## config.mk

```make
export PLATFORM = sky130hd
export DESIGN_NAME = hid_uart_cmd_rx
export DESIGN_NICKNAME = d
export VERILOG_FILES = /design/src/rtl/hid_uart_cmd_rx.sv
export SDC_FILE = /design/constraint.sdc
export NUM_CORES = 1
export LEC_CHECK = 0
export BUFFER_PORTS_ARGS = -buffer_cell sky130_fd_sc_hd__buf_2
export CAP_MARGIN = 0
export CORE_MARGIN = 2
export CORE_UTILIZATION = 41
export CTS_CLUSTER_SIZE = 10
export DETAILED_ROUTE_END_ITERATION = 8
export SYNTH_ARGS = -nofsm -noshare
export SYNTH_HDL_FRONTEND = slang
export SYNTH_SLANG_ARGS = --single-unit
```

## constraint.sdc

```tcl
create_clock -name clk -period 4.89 [get_ports clk]
set_input_delay 0.7335 -clock clk [delete_from_list [all_inputs] [get_ports clk]]
set_output_delay 0.7335 -clock clk [all_outputs]
set_load 0.1 [all_outputs]
```

## src/rtl/hid_uart_cmd_rx.sv

```systemverilog
// 8N1 UART receiver plus ASCII hex line parser producing synthetic HID keyboard/mouse reports.
// Lines: "K" + 10 hex digits or "M" + 6 hex digits, terminated by CR or LF; spaces ignored.
module hid_uart_cmd_rx #(
  parameter int CLKS_PER_BIT = 104
) (
  input  logic       clk,
  input  logic       reset,
  input  logic       uart_rx,
  output logic [1:0] typ,
  output logic       report,
  output logic       err,
  output logic [7:0] key_modifiers,
  output logic [7:0] key1,
  output logic [7:0] key2,
  output logic [7:0] key3,
  output logic [7:0] key4,
  output logic [7:0] mouse_btn,
  output logic [7:0] mouse_dx,
  output logic [7:0] mouse_dy
);

  localparam int CW = $clog2(CLKS_PER_BIT + 1);
  localparam logic [CW-1:0] HALF_M1 = CW'(CLKS_PER_BIT / 2 - 1);
  localparam logic [CW-1:0] FULL_M1 = CW'(CLKS_PER_BIT - 1);

  typedef enum logic [1:0] {RX_IDLE, RX_START, RX_DATA, RX_STOP} rx_state_t;
  typedef enum logic [1:0] {P_IDLE, P_DIGITS, P_SKIP} p_state_t;

  rx_state_t     rx_state;
  logic [1:0]    sync;
  logic          rx_in;
  logic [CW-1:0] bit_cnt;
  logic [2:0]    bit_idx;
  logic [7:0]    shift;
  logic          rx_valid;
  logic          frame_err;
  logic [7:0]    rx_byte;

  assign rx_in = sync[1];

  always_ff @(posedge clk or posedge reset) begin
    if (reset) begin
      sync      <= 2'b11;
      rx_state  <= RX_IDLE;
      bit_cnt   <= '0;
      bit_idx   <= '0;
      shift     <= '0;
      rx_valid  <= 1'b0;
      frame_err <= 1'b0;
      rx_byte   <= '0;
    end else begin
      sync      <= {sync[0], uart_rx};
      rx_valid  <= 1'b0;
      frame_err <= 1'b0;
      case (rx_state)
        RX_IDLE: begin
          if (!rx_in) begin
            bit_cnt  <= '0;
            rx_state <= RX_START;
          end
        end
        RX_START: begin
          if (bit_cnt == HALF_M1) begin
            bit_cnt  <= '0;
            bit_idx  <= '0;
            rx_state <= rx_in ? RX_IDLE : RX_DATA;
          end else begin
            bit_cnt <= bit_cnt + CW'(1);
          end
        end
        RX_DATA: begin
          if (bit_cnt == FULL_M1) begin
            bit_cnt <= '0;
            shift   <= {rx_in, shift[7:1]};
            bit_idx <= bit_idx + 3'd1;
            if (bit_idx == 3'd7) rx_state <= RX_STOP;
          end else begin
            bit_cnt <= bit_cnt + CW'(1);
          end
        end
        RX_STOP: begin
          // Leave at mid-stop so a minimal one-bit stop never costs the next start edge.
          if (bit_cnt == FULL_M1) begin
            bit_cnt   <= '0;
            rx_valid  <= rx_in;
            frame_err <= ~rx_in;
            rx_byte   <= shift;
            rx_state  <= RX_IDLE;
          end else begin
            bit_cnt <= bit_cnt + CW'(1);
          end
        end
        default: rx_state <= RX_IDLE;
      endcase
    end
  end

  logic       is_dec, is_alpha, is_hex, is_term, is_space;
  logic [3:0] nib;

  // Letters A-F/a-f have low nibble 1..6, so adding 9 yields 10..15.
  always_comb begin
    is_dec   = (rx_byte >= 8'h30) && (rx_byte <= 8'h39);
    is_alpha = ((rx_byte >= 8'h41) && (rx_byte <= 8'h46)) ||
               ((rx_byte >= 8'h61) && (rx_byte <= 8'h66));
    is_hex   = is_dec || is_alpha;
    is_term  = (rx_byte == 8'h0D) || (rx_byte == 8'h0A);
    is_space = (rx_byte == 8'h20);
    nib      = rx_byte[3:0] + (is_alpha ? 4'd9 : 4'd0);
  end

  p_state_t    p_state;
  logic        kbd;
  logic [39:0] sr;
  logic [3:0]  dcnt;
  logic [3:0]  need;

  assign need = kbd ? 4'd10 : 4'd6;

  always_ff @(posedge clk or posedge reset) begin
    if (reset) begin
      p_state       <= P_IDLE;
      kbd           <= 1'b0;
      sr            <= '0;
      dcnt          <= '0;
      typ           <= 2'd0;
      report        <= 1'b0;
      err           <= 1'b0;
      key_modifiers <= '0;
      key1          <= '0;
      key2          <= '0;
      key3          <= '0;
      key4          <= '0;
      mouse_btn     <= '0;
      mouse_dx      <= '0;
      mouse_dy      <= '0;
    end else begin
      report <= 1'b0;
      err    <= 1'b0;
      if (frame_err) begin
        err     <= 1'b1;
        p_state <= P_SKIP;
      end else if (rx_valid) begin
        case (p_state)
          P_IDLE: begin
            if (rx_byte == 8'h4B || rx_byte == 8'h6B || rx_byte == 8'h4D || rx_byte == 8'h6D) begin
              kbd     <= (rx_byte == 8'h4B) || (rx_byte == 8'h6B);
              sr      <= '0;
              dcnt    <= '0;
              p_state <= P_DIGITS;
            end else if (!(is_term || is_space)) begin
              err     <= 1'b1;
              p_state <= P_SKIP;
            end
          end
          P_DIGITS: begin
            if (is_hex) begin
              if (dcnt == need) begin
                err     <= 1'b1;
                p_state <= P_SKIP;
              end else begin
                sr   <= {sr[35:0], nib};
                dcnt <= dcnt + 4'd1;
              end
            end else if (is_term) begin
              p_state <= P_IDLE;
              if (dcnt != need) begin
                err <= 1'b1;
              end else if (kbd) begin
                report        <= 1'b1;
                typ           <= 2'd1;
                key_modifiers <= sr[39:32];
                key1          <= sr[31:24];
                key2          <= sr[23:16];
                key3          <= sr[15:8];
                key4          <= sr[7:0];
              end else begin
                report    <= 1'b1;
                typ       <= 2'd2;
                mouse_btn <= sr[23:16];
                mouse_dx  <= sr[15:8];
                mouse_dy  <= sr[7:0];
              end
            end else if (!is_space) begin
              err     <= 1'b1;
              p_state <= P_SKIP;
            end
          end
          P_SKIP: begin
            if (is_term) p_state <= P_IDLE;
          end
          default: p_state <= P_IDLE;
        endcase
      end
    end
  end

endmodule
```

==> results.md, run 1 <==
* Die area at 15,800 µm²
* Met1 wire length at 5.52 mm
* Placer congestion estimate at 0.846
* Adder-Cell Fraction of Synth Area at 1.45%
* Hold buffers post-CTS at 0
* WHS Endpoint: sync[1]
* CTS Sinks at 147
* DR WL/cell at 16.8 µm
* Power Dens Cells at 353 nW/µm²
* DR top layer: met4
* Core ar. at 14,500 µm²
* Synth Area in Simple Gates at 7.13%
* Metal2 WL at 5.56 mm
* R2R Setup Slk at 2.00 ns
* Die height at 126 µm
* Dominant cells by area after synthesis: dfrtp_1 (60%), mux2_2 (14%), a22o_1 (5.9%), ha_1 (1.4%), o21ai_0 (1.3%)
* Total grt overflow at 0
* Max Buffers Root-to-Sink at 2
* Ys Warns at 0
* DRC viols at 0
* Max-cap violations at 0
* Outcome: completed
* Pre-antenna DRT Iters at 4
* Unique cell type count in the Yosys netlist at 54
* Total power at 0.00251 W
* Non-Filler Instances at 710
* Top cell type by total area after synthesis: dfrtp_1
* Crit. End Element: register
* Pleak at 3.74 nW
* Yosys top cell area share at 59.9%
* Cells after DPL at 678
* Setup bufs post-CTS at 0
* Ys flop type: dfrtp_1
* Worst hold-check path type: register to register
* I/O pin count at 71
* Xor-xnor portion of the synthesized cell area at 0.868%
* Post-synth EDFFs at 0
* Die X at 126 µm
* CP Data Arrival Time at 3.18 ns
* Ant diodes at 0
* Final ANT Viol Nets at 0
* Initial DRC Count at 245
* Via-per-instance ratio at 5.46
* Port Buf Inserts at 70
* First-pass GRT wire length at 20.1 mm
* Fin crit period at 2.89 ns
* Pin count of the biggest net entering global routing at 117
* Yosys reg bits at 147
* Reg2reg path depth at 6
* Worst hold start: sync[0]
* CTS H-tree depth at 4
* Top fanout value on the critical path at 41
* Synth Instances at 442
* DP Worst Slack at 2.01 ns
* Crit Path Class: register to register
* Initial core utilization at 41.8%
* Final hold violation count at 0
* Kind of start point of the critical path: register
* Cell Area, Placed at 6530 µm²
* Register area share after synthesis at 60.8%
* RR Endpoint: key1[5]
* Worst hold stages at 0
* Mapped Area at 6060 µm²
* Slew headroom at 27.9%
* Overall Global Routing Usage at 16.1%
* Initial antenna violation count at 0
* Nets at 523
* Row count at 44
* Least-Margin Pin Slew at 1.08 ns
* Met3 wire len at 641 µm
* Synthesized net count at 452
* CP Data Required Time at 5.18 ns
* Clk slew on worst S/H paths at 0.06 ns
* Final instance area at 7110 µm²
* DP Wirelength at 7.60 mm
* Root buf cell: clkbuf_16
* Number of setup violations in the final report at 0
* CTS tree: built
* Via count at 3,876
* Vias in the first global route at 3,771
* Largest family of logic cells by synthesized area: multiplexers
* Area delta synth->final at 17.4%
* Final TNS setup at 0 ns
* RSZ-0062 raised after global routing: no
* Mux contribution to synthesized area at 15.2%
* Post_cts resized at 0
* Count of pins over their slew limit at 0
* Synth Area in Compound Gates at 11.4%
* R2R Path Start: rx_byte[1]
* Final Skew at 0.00601 ns
* Share of layout cells above drive strength 1 at 35.7%
* Max Fclk at 0.346 GHz
* WL final at 11.9 mm
* Post-synthesis async set-or-reset flop share at 100%
* Syn Area/Cell at 13.7 µm²
* Worst VDD drop at 0.000230 V
* Worst-Skew Late Latency at 0.42 ns
* CTS Buf Count at 17
* Post-route setup slack at 2.00 ns
* Final period utilization at 59.0%
-- cell type report --
type,count,area [µm²]
Clock buffer,21,450
Clock inverter,11,129
Fill cell,1272,7370
Inverter,10,42.5
Multi-Input combinational cell,263,2200
Sequential cell,147,3680
Tap cell,184,230
Timing Repair Buffer,74,380
-- metrics by stage --
step	hold WS [ns]	utilization (%)
2_1_floorplan	0.345	-
4_1_cts	0.355	49.1
5_1_grt	0.363	49.1
3_5_place_dp	0.348	45.1
6_report	0.355	49.1
3_3_place_gp	0.347	45.1
-- worst max-delay path, stage by stage, from the launching register on --
cell and delay [ns]:
dfrtp_1 0.54, nor3b_1 0.33, o2111ai_1 0.23, or3_4 0.41, inv_2 0.08, nand2_2 0.58, mux2_1 0.57
-- synthesized netlist by cell type (3+ instances only) --
master    count
nor3_1        5
o21ai_0      16
xor2_1        4
inv_1         9
a21oi_1       6
buf_2        10
a22o_1       41
dfrtp_1     145
and3b_1       3
nand2_1      18
ha_1          7
mux2_2       77
and3_1        5
nor4_1        3
mux2_1        3
nor3b_1       7
a41oi_1       3
clkbuf_1      3
nand2b_1      4
buf_4         3
nand3_1       9
a21o_1        3
o22ai_1       4
nor2_1        8
buf_6         6
-- sequential cells by signal, summed over array words and instances (netlist names), 2 cells and up, named ones only --
name,flops
sr,40
key1,8
key2,8
key3,8
key4,8
key_modifiers,8
mouse_btn,8
mouse_dx,8
mouse_dy,8
rx_byte,8
shift,8
bit_cnt,7
dcnt,4
bit_idx,3
p_state,2
sync,2
typ,2
-- cells by family after synthesis --
kind of cell | after synthesis
and+or+nand+nor | 77
buffers and inverters | 32
adders and majority gates | 7
AOI/OAI and AO/OA | 91
muxes | 82
DFF | 147
xor gates and xnor gates | 6
-- worst max path at each step --
stage,from,end,slack (ns),cells past startpoint
2_1_floorplan,reset,async pin,0.21,1
3_3_place_gp,p_state[1],key1[6],2.08,6
3_5_place_dp,rx_byte[1],key1[6],2.01,6
4_1_cts,rx_byte[1],key1[6],1.98,6
5_1_grt,rx_byte[1],key1[5],1.80,6
6_report,rx_byte[1],key1[5],2.00,6
-- cell usage in the layout, fill, tap and decap left out, drive strengths merged, types with 3 or more instances in the layout --
cell type	netlist	routed
a21o	3	3
a21oi	6	6
a22o	41	41
a41oi	3	3
and3	5	5
and3b	3	3
buf	19	74
clkbuf	3	21
clkinv	0	5
dfrtp	145	145
ha	7	7
inv	10	12
mux2	80	80
nand2	18	18
nand2b	4	4
nand3	9	9
nor2	9	9
nor3	5	5
nor3b	7	7
nor4	3	3
o21ai	18	18
o22ai	4	4
xor2	4	4
-- per-layer routing --
metal	GRT usage, %	vias up
met1	21.9	1963
met3	5.61	20
met5	0	-
met2	23.9	107
met4	6.27	0
li1	-	1786
-- power breakdown --
group / internal, W / switching [W]
clock network: 0.000768 / 0.000498
logic: 0.00000135 / 0.0000231
registers: 0.00122 / 0.00000112
Power figures use the tool's default switching activity.
==> run 2, diff against run 1 <==
==> constraint.sdc (replaced) <==
create_clock -name clk -period 2.65 [get_ports clk]
set_input_delay 0.3975 -clock clk [delete_from_list [all_inputs] [get_ports clk]]
set_output_delay 0.3975 -clock clk [all_outputs]
set_load 0.1 [all_outputs]
==> run 2 against run 1 <==
Compared with the run above: power is 88% higher; count of clock-buffer cells in the layout is 2 lower; clock power is 91% higher; maximum frequency is 19% higher; final area is 2.1% higher; global-route usage hardly changed; flip-flop and latch count stayed put; sequential power is 84% higher; first-iteration DRC count is 12% higher; die area stayed put; sequential share of layout area is 1.1 points lower; via count is 0.57% higher; largest cell class unchanged; highest routed layer unchanged.
==> results.md, run 2 (synthesized netlist as in run 1, its figures left out) <==
* Outcome: completed
* Via-per-instance ratio at 5.44
* Ant diodes at 0
* WL final at 12.2 mm
* Max reg flops at 40
* Number of setup violations in the final report at 0
* Via count at 3,898
* Worst-Skew Late Latency at 0.42 ns
* Max Buffers Root-to-Sink at 2
* Least-Margin Pin Slew at 0.670 ns
* Max Fclk at 0.412 GHz
* Reg2reg path depth at 8
* Multi-input gate area at 2210 µm²
* First-pass GRT wire length at 20.2 mm
* Crit-path max cell delay at 0.56 ns
* Worst hold-check path type: primary input to async pin
* Slew headroom at 55.2%
* Most common cell after layout, fill and taps aside: dfrtp_1
* Max-cap violations at 0
* RR Endpoint: sr[3]
* Crit Path Class: register to register
* Core ar. at 14,500 µm²
* Final hold violation count at 0
* RSZ-0062 raised after global routing: no
* Die area at 15,800 µm²
* Overall Global Routing Usage at 16.1%
* Final Skew at 0.00633 ns
* Power Dens Cells at 651 nW/µm²
* Kind of start point of the critical path: register
* Total grt overflow at 0
* Port Buf Inserts at 70
* CTS tree: built
* Pin count of the biggest net entering global routing at 48
* I/O pin count at 71
* CTS H-tree depth at 4
* Fin crit period at 2.43 ns
* Crit. End Element: register
* Die X at 126 µm
* Die height at 126 µm
* Final instance area at 7260 µm²
* Biggest register: sr
* Internal power at 0.00376 W
* Root buf cell: clkbuf_16
* Worst path slowest cell: dfrtp_1
* Initial antenna violation count at 0
* Crit path cell chain: nor4_1 -> or4_1 -> a21oi_1 -> ha_1 -> nand2_1 -> xor2_1 -> xnor2_1 -> a22o_1
* Pleak at 3.81 nW
* CP Data Required Time at 2.96 ns
* Most frequent cells in the layout: dfrtp_1 (145), mux2_2 (77), buf_2 (70)
* FF/Latch Area at 3680 µm²
* R2R Path Start: rx_byte[3]
* DR WL/cell at 17.0 µm
* CP Data Arrival Time at 2.73 ns
* Row count at 44
* DRC viols at 0
* DP Wirelength at 7.94 mm
* Cell Area, Placed at 6650 µm²
* Final TNS setup at 0 ns
* CTS Sinks at 147
* Count of pins over their slew limit at 0
* Area delta synth->final at 19.9%
* Setup bufs post-CTS at 0
* Final period utilization at 91.6%
* Nets at 530
* Top fanout value on the critical path at 11
* Initial DRC Count at 275
* Initial core utilization at 41.8%
* Vias in the first global route at 3,892
* Worst VDD drop at 0.000462 V
* Clk slew on worst S/H paths at 0.06 ns
* Fillers at 1,250
* Placer congestion estimate at 0.781
* Pre-antenna DRT Iters at 4
* CTS Buf Count at 17
* R2R Setup Slk at 0.22 ns
* Sw Ratio at 20.4%
* Comb pwr share at 1.1%
* Share of layout cells above drive strength 1 at 36.8%
* Final ANT Viol Nets at 0
* Seq pwr share at 47.6%
* NetSw at 0.000965 W
* Clock power frac at 51.3%
* Post-layout util at 50.2%
[run 2: cell types whose count changed in the layout (fill, tap and decap cells not counted), sizes merged]
cell,change
clkbuf,-2
clkinv,+1
o21ai,+1
buf,+6
clkinvlp,-1
bufinv,+1
[run 2: power groups by stage]
stage / combinational [W] / sequential, W / clock [W]
after CTS: 0.0000585 / 0.00225 / 0.00247
after detailed placement: 0.0000587 / 0.00229 / 0
after global routing: 0.0000647 / 0.00225 / 0.00257
final: 0.0000539 / 0.00225 / 0.00242
after floorplan: 0.0000330 / 0.00229 / 0
after global placement: 0.0000571 / 0.00229 / 0
[run 2: layout make-up]
type                            instances  share of cell area (%)
Clock inverter                         12                    2.12
Tap cell                              184                    3.17
Clock buffer                           19                    6.10
Timing Repair Buffer                   80                    6.89
Inverter                               10                   0.569
Sequential cell                       147                    50.7
Multi-Input combinational cell        264                    30.5
[run 2: stage by stage]
stage               instances  setup WS [ns]  hold slack [ns]  total power [W]
finish                    716          0.223           0.0739          0.00473
global route              716         0.0508           0.0625          0.00488
CTS                       715         0.0486           0.0606          0.00478
detailed placement        684         0.0692            0.347          0.00235
global placement          684          0.198            0.346          0.00235
floorplan                 442          0.407            0.345          0.00232
[run 2: metal layers]
layer,vias up,global-route usage (%),part of all wire [%]
met5,-,0,0
met4,0,6.67,1.7
met3,15,4.19,4.1
met2,86,24.8,48
met1,1992,21.7,47
li1,1805,-,-
[run 2: how the worst max path moves through the flow]
stage	slack [ns]	cells past startpoint	start	end
finish	0.22	8	rx_byte[3]	sr[3]
global route	0.05	8	rx_byte[3]	sr[3]
CTS	0.05	6	rx_byte[3]	dcnt[0]
detailed placement	0.07	6	rx_byte[3]	dcnt[0]
global placement	0.20	6	rx_byte[3]	dcnt[0]
floorplan	0.41	1	reset	async pin
[run 2: what timing repair did]
item,CTS,global route
gates resized for setup,0,1
setup endpoints to repair,0,42
hold buffers,0,0
[run 2: worst max-delay path: cells and delay by family, from the launching register on]
kind            cells  cell delay, ns
simple gates        3            0.75
flops               1            0.56
compound gates      2            0.49
xor+xnor            2            0.29
fa+ha+maj           1            0.24
==> run 3, diff against run 2 <==
--- a/config.mk
+++ b/config.mk
@@ -5,6 +5,7 @@
 export SDC_FILE = /design/constraint.sdc
 export NUM_CORES = 1
 export LEC_CHECK = 0
+export ABC_AREA = 1
 export BUFFER_PORTS_ARGS = -buffer_cell sky130_fd_sc_hd__buf_2
 export CAP_MARGIN = 0
 export CORE_MARGIN = 2
==> run 3 against run 2 <==
Compared with the run above: count of clock-buffer cells in the layout is 4 higher; hold slack better by 0.0070 ns; via count rose by 12%; sequential share of layout area is 0.57 points higher; sequential power about the same; final area shrank 1.1%; largest power group unchanged.
==> results.md, run 3 <==
* Top fanout value on the critical path at 21
* Non-Filler Instances at 908
* Via count at 4,378
* Top cell type by total area after synthesis: dfrtp_1
* Outcome: completed
* CTS Sinks at 147
* Via-per-instance ratio at 4.82
* Max Buffers Root-to-Sink at 2
* Initial antenna violation count at 0
* CTS H-tree depth at 4
* Register area share after synthesis at 61.1%
* CTS Buf Count at 17
* I/O pin count at 71
* Fin crit period at 2.12 ns
* Count of pins over their slew limit at 0
* Unique cell type count in the Yosys netlist at 34
* Final period utilization at 80.0%
* Share of layout cells above drive strength 1 at 19.1%
* Placer congestion estimate at 0.857
* Ys Warns at 0
* CP Data Required Time at 2.93 ns
* Worst VDD drop at 0.000487 V
* Ys flop type: dfrtp_1
* Area delta synth->final at 19.2%
* Port Buf Inserts at 70
* Mapped Area at 6030 µm²
* DR WL/cell at 13.3 µm
* Final TNS setup at 0 ns
* Yosys reg bits at 147
* Final hold violation count at 0
* Initial core utilization at 41.8%
* DRC viols at 0
* Core ar. at 14,400 µm²
* Max reg flops at 40
* Die area at 15,700 µm²
* Setup bufs post-CTS at 0
* Synthesized net count at 650
* Post-synthesis async set-or-reset flop share at 100%
* Dominant cells by area after synthesis: dfrtp_1 (60%), nand2_1 (9.8%), o21ai_0 (9.6%), inv_1 (4.7%), nand3_1 (2.1%)
* WL final at 12.0 mm
* Crit Path Class: register to register
* Final ANT Viol Nets at 0
* Ant diodes at 0
* Root buf cell: clkbuf_16
* Biggest register: sr
* Nets at 723
* Kind of start point of the critical path: register
* Cells after DPL at 878
* Synth Instances at 640
* Yosys top cell area share at 60.2%
* Count leader, synth: nand2_1
* Pin count of the biggest net entering global routing at 49
* First-pass GRT wire length at 21.0 mm
* Post-synth EDFFs at 0
* Least-Margin Pin Slew at 0.783 ns
* Vias in the first global route at 4,292
* Worst hold-check path type: primary input to register
* Syn Area/Cell at 9.42 µm²
* Total grt overflow at 0
* Synth cell count leaders: nand2_1 (158), dfrtp_1 (145), o21ai_0 (116), inv_1 (76), nand3_1 (25)
* Hold_ws at 0.0809 ns
* Hold buffers post-CTS at 0
* CP Data Arrival Time at 2.40 ns
* RSZ-0062 raised after global routing: no
* Power Dens Cells at 646 nW/µm²
* Die X at 125 µm
* Die height at 125 µm
* Most frequent cells in the layout: nand2_1 (158), dfrtp_1 (145), o21ai_0 (116)
* Overall Global Routing Usage at 16.5%
* Post_cts resized at 0
* Max-cap violations at 0
* Row count at 44
* Final Skew at 0.00699 ns
* Max Fclk at 0.472 GHz
* Slew headroom at 47.7%
* Clk slew on worst S/H paths at 0.06 ns
* DP Wirelength at 8.25 mm
* Worst-Skew Late Latency at 0.42 ns
* Pre-antenna DRT Iters at 4
* Number of setup violations in the final report at 0
* Pleak at 3.57 nW
* Most common cell after layout, fill and taps aside: nand2_1
* CTS tree: built
* Crit. End Element: register
* Initial DRC Count at 278
[run 3: cell count changes after synthesis, moves of 16 or more]
cell | before | now
a22o_1 | 41 | 1
inv_1 | 9 | 76
mux2_2 | 77 | 3
nand2_1 | 18 | 158
nand3_1 | 9 | 25
o21ai_0 | 16 | 116
[run 3: worst paths after layout]
check | from | end | slack (ns) | cells past startpoint
setup / recovery | rx_byte[2] | sr[6] | 0.53 | 13
hold / removal | uart_rx | sync[0] | 0.08 | 1
setup reg to reg | rx_byte[2] | sr[6] | 0.53 | 13
hold reg to reg | sync[0] | sync[1] | 0.35 | 0
max in group asynchronous | reset | sync[0] | 1.81 | 3
min in group asynchronous | reset | sr[38] | 0.13 | 2
[run 3: area by class of cell]
| cell class | count | area [µm²] |
|---|---|---|
| Fill cell | 1338 | 7240 |
| Sequential cell | 147 | 3680 |
| Multi-Input combinational cell | 386 | 1900 |
| Timing Repair Buffer | 81 | 483 |
| Clock buffer | 23 | 478 |
| Inverter | 80 | 307 |
| Tap cell | 184 | 230 |
| Clock inverter | 7 | 98.8 |
[run 3: layer usage]
metal  global-route usage [%]  up-vias  part of all wire [%]
met5                        0        -                     0
met4                     5.29        0                   1.2
met3                     4.71       12                   4.4
met2                     25.6       79                    47
met1                     22.6     2089                    48
li1                         -     2198                     -
[run 3: worst max-delay path, stage by stage, from the launching register on]
cell and delay (ns):
dfrtp_1 0.47, nor2_1 0.22, nand2_1 0.08, o211ai_1 0.09, nand2_1 0.07, nand2_1 0.10
nand2_1 0.07, nand2_2 0.07, nand2_2 0.07, nand2_4 0.07, inv_4 0.05, nand2_2 0.28
buf_12 0.22, o21ai_0 0.11
[run 3: report_power, final]
part           internal, W  switching [W]
Combinational    0.0000114      0.0000450
Clock              0.00146       0.000880
Sequential         0.00225    0.000000831
Total              0.00372       0.000925
[run 3: logic make-up (layout without fill, tap and decap cells)]
| logic type | after synthesis | in the layout | share of synthesized area [%] |
|---|---|---|---|
| adders and majority gates | 7 | 7 | 1.45 |
| AOI/OAI and AO/OA | 141 | 141 | 12.7 |
| buffers and inverters | 107 | 191 | 7.33 |
| xor gates and xnor gates | 8 | 8 | 1.16 |
| and+or+nand+nor | 226 | 226 | 15.6 |
| DFF | 147 | 147 | 61.1 |
| muxes | 4 | 4 | 0.747 |
[run 3: through the flow]
| stage | power [W] | util (%) | area, µm² | worst slack [ns] |
|---|---|---|---|---|
| 2_1_floorplan | 0.00232 | - | 6030 | 0.407 |
| 3_3_place_gp | 0.00235 | 45.8 | 6600 | 0.590 |
| 3_5_place_dp | 0.00235 | 45.8 | 6600 | 0.566 |
| 4_1_cts | 0.00470 | 49.8 | 7180 | 0.529 |
| 5_1_grt | 0.00480 | 49.8 | 7180 | 0.254 |
| 6_report | 0.00464 | 49.8 | 7180 | 0.530 |
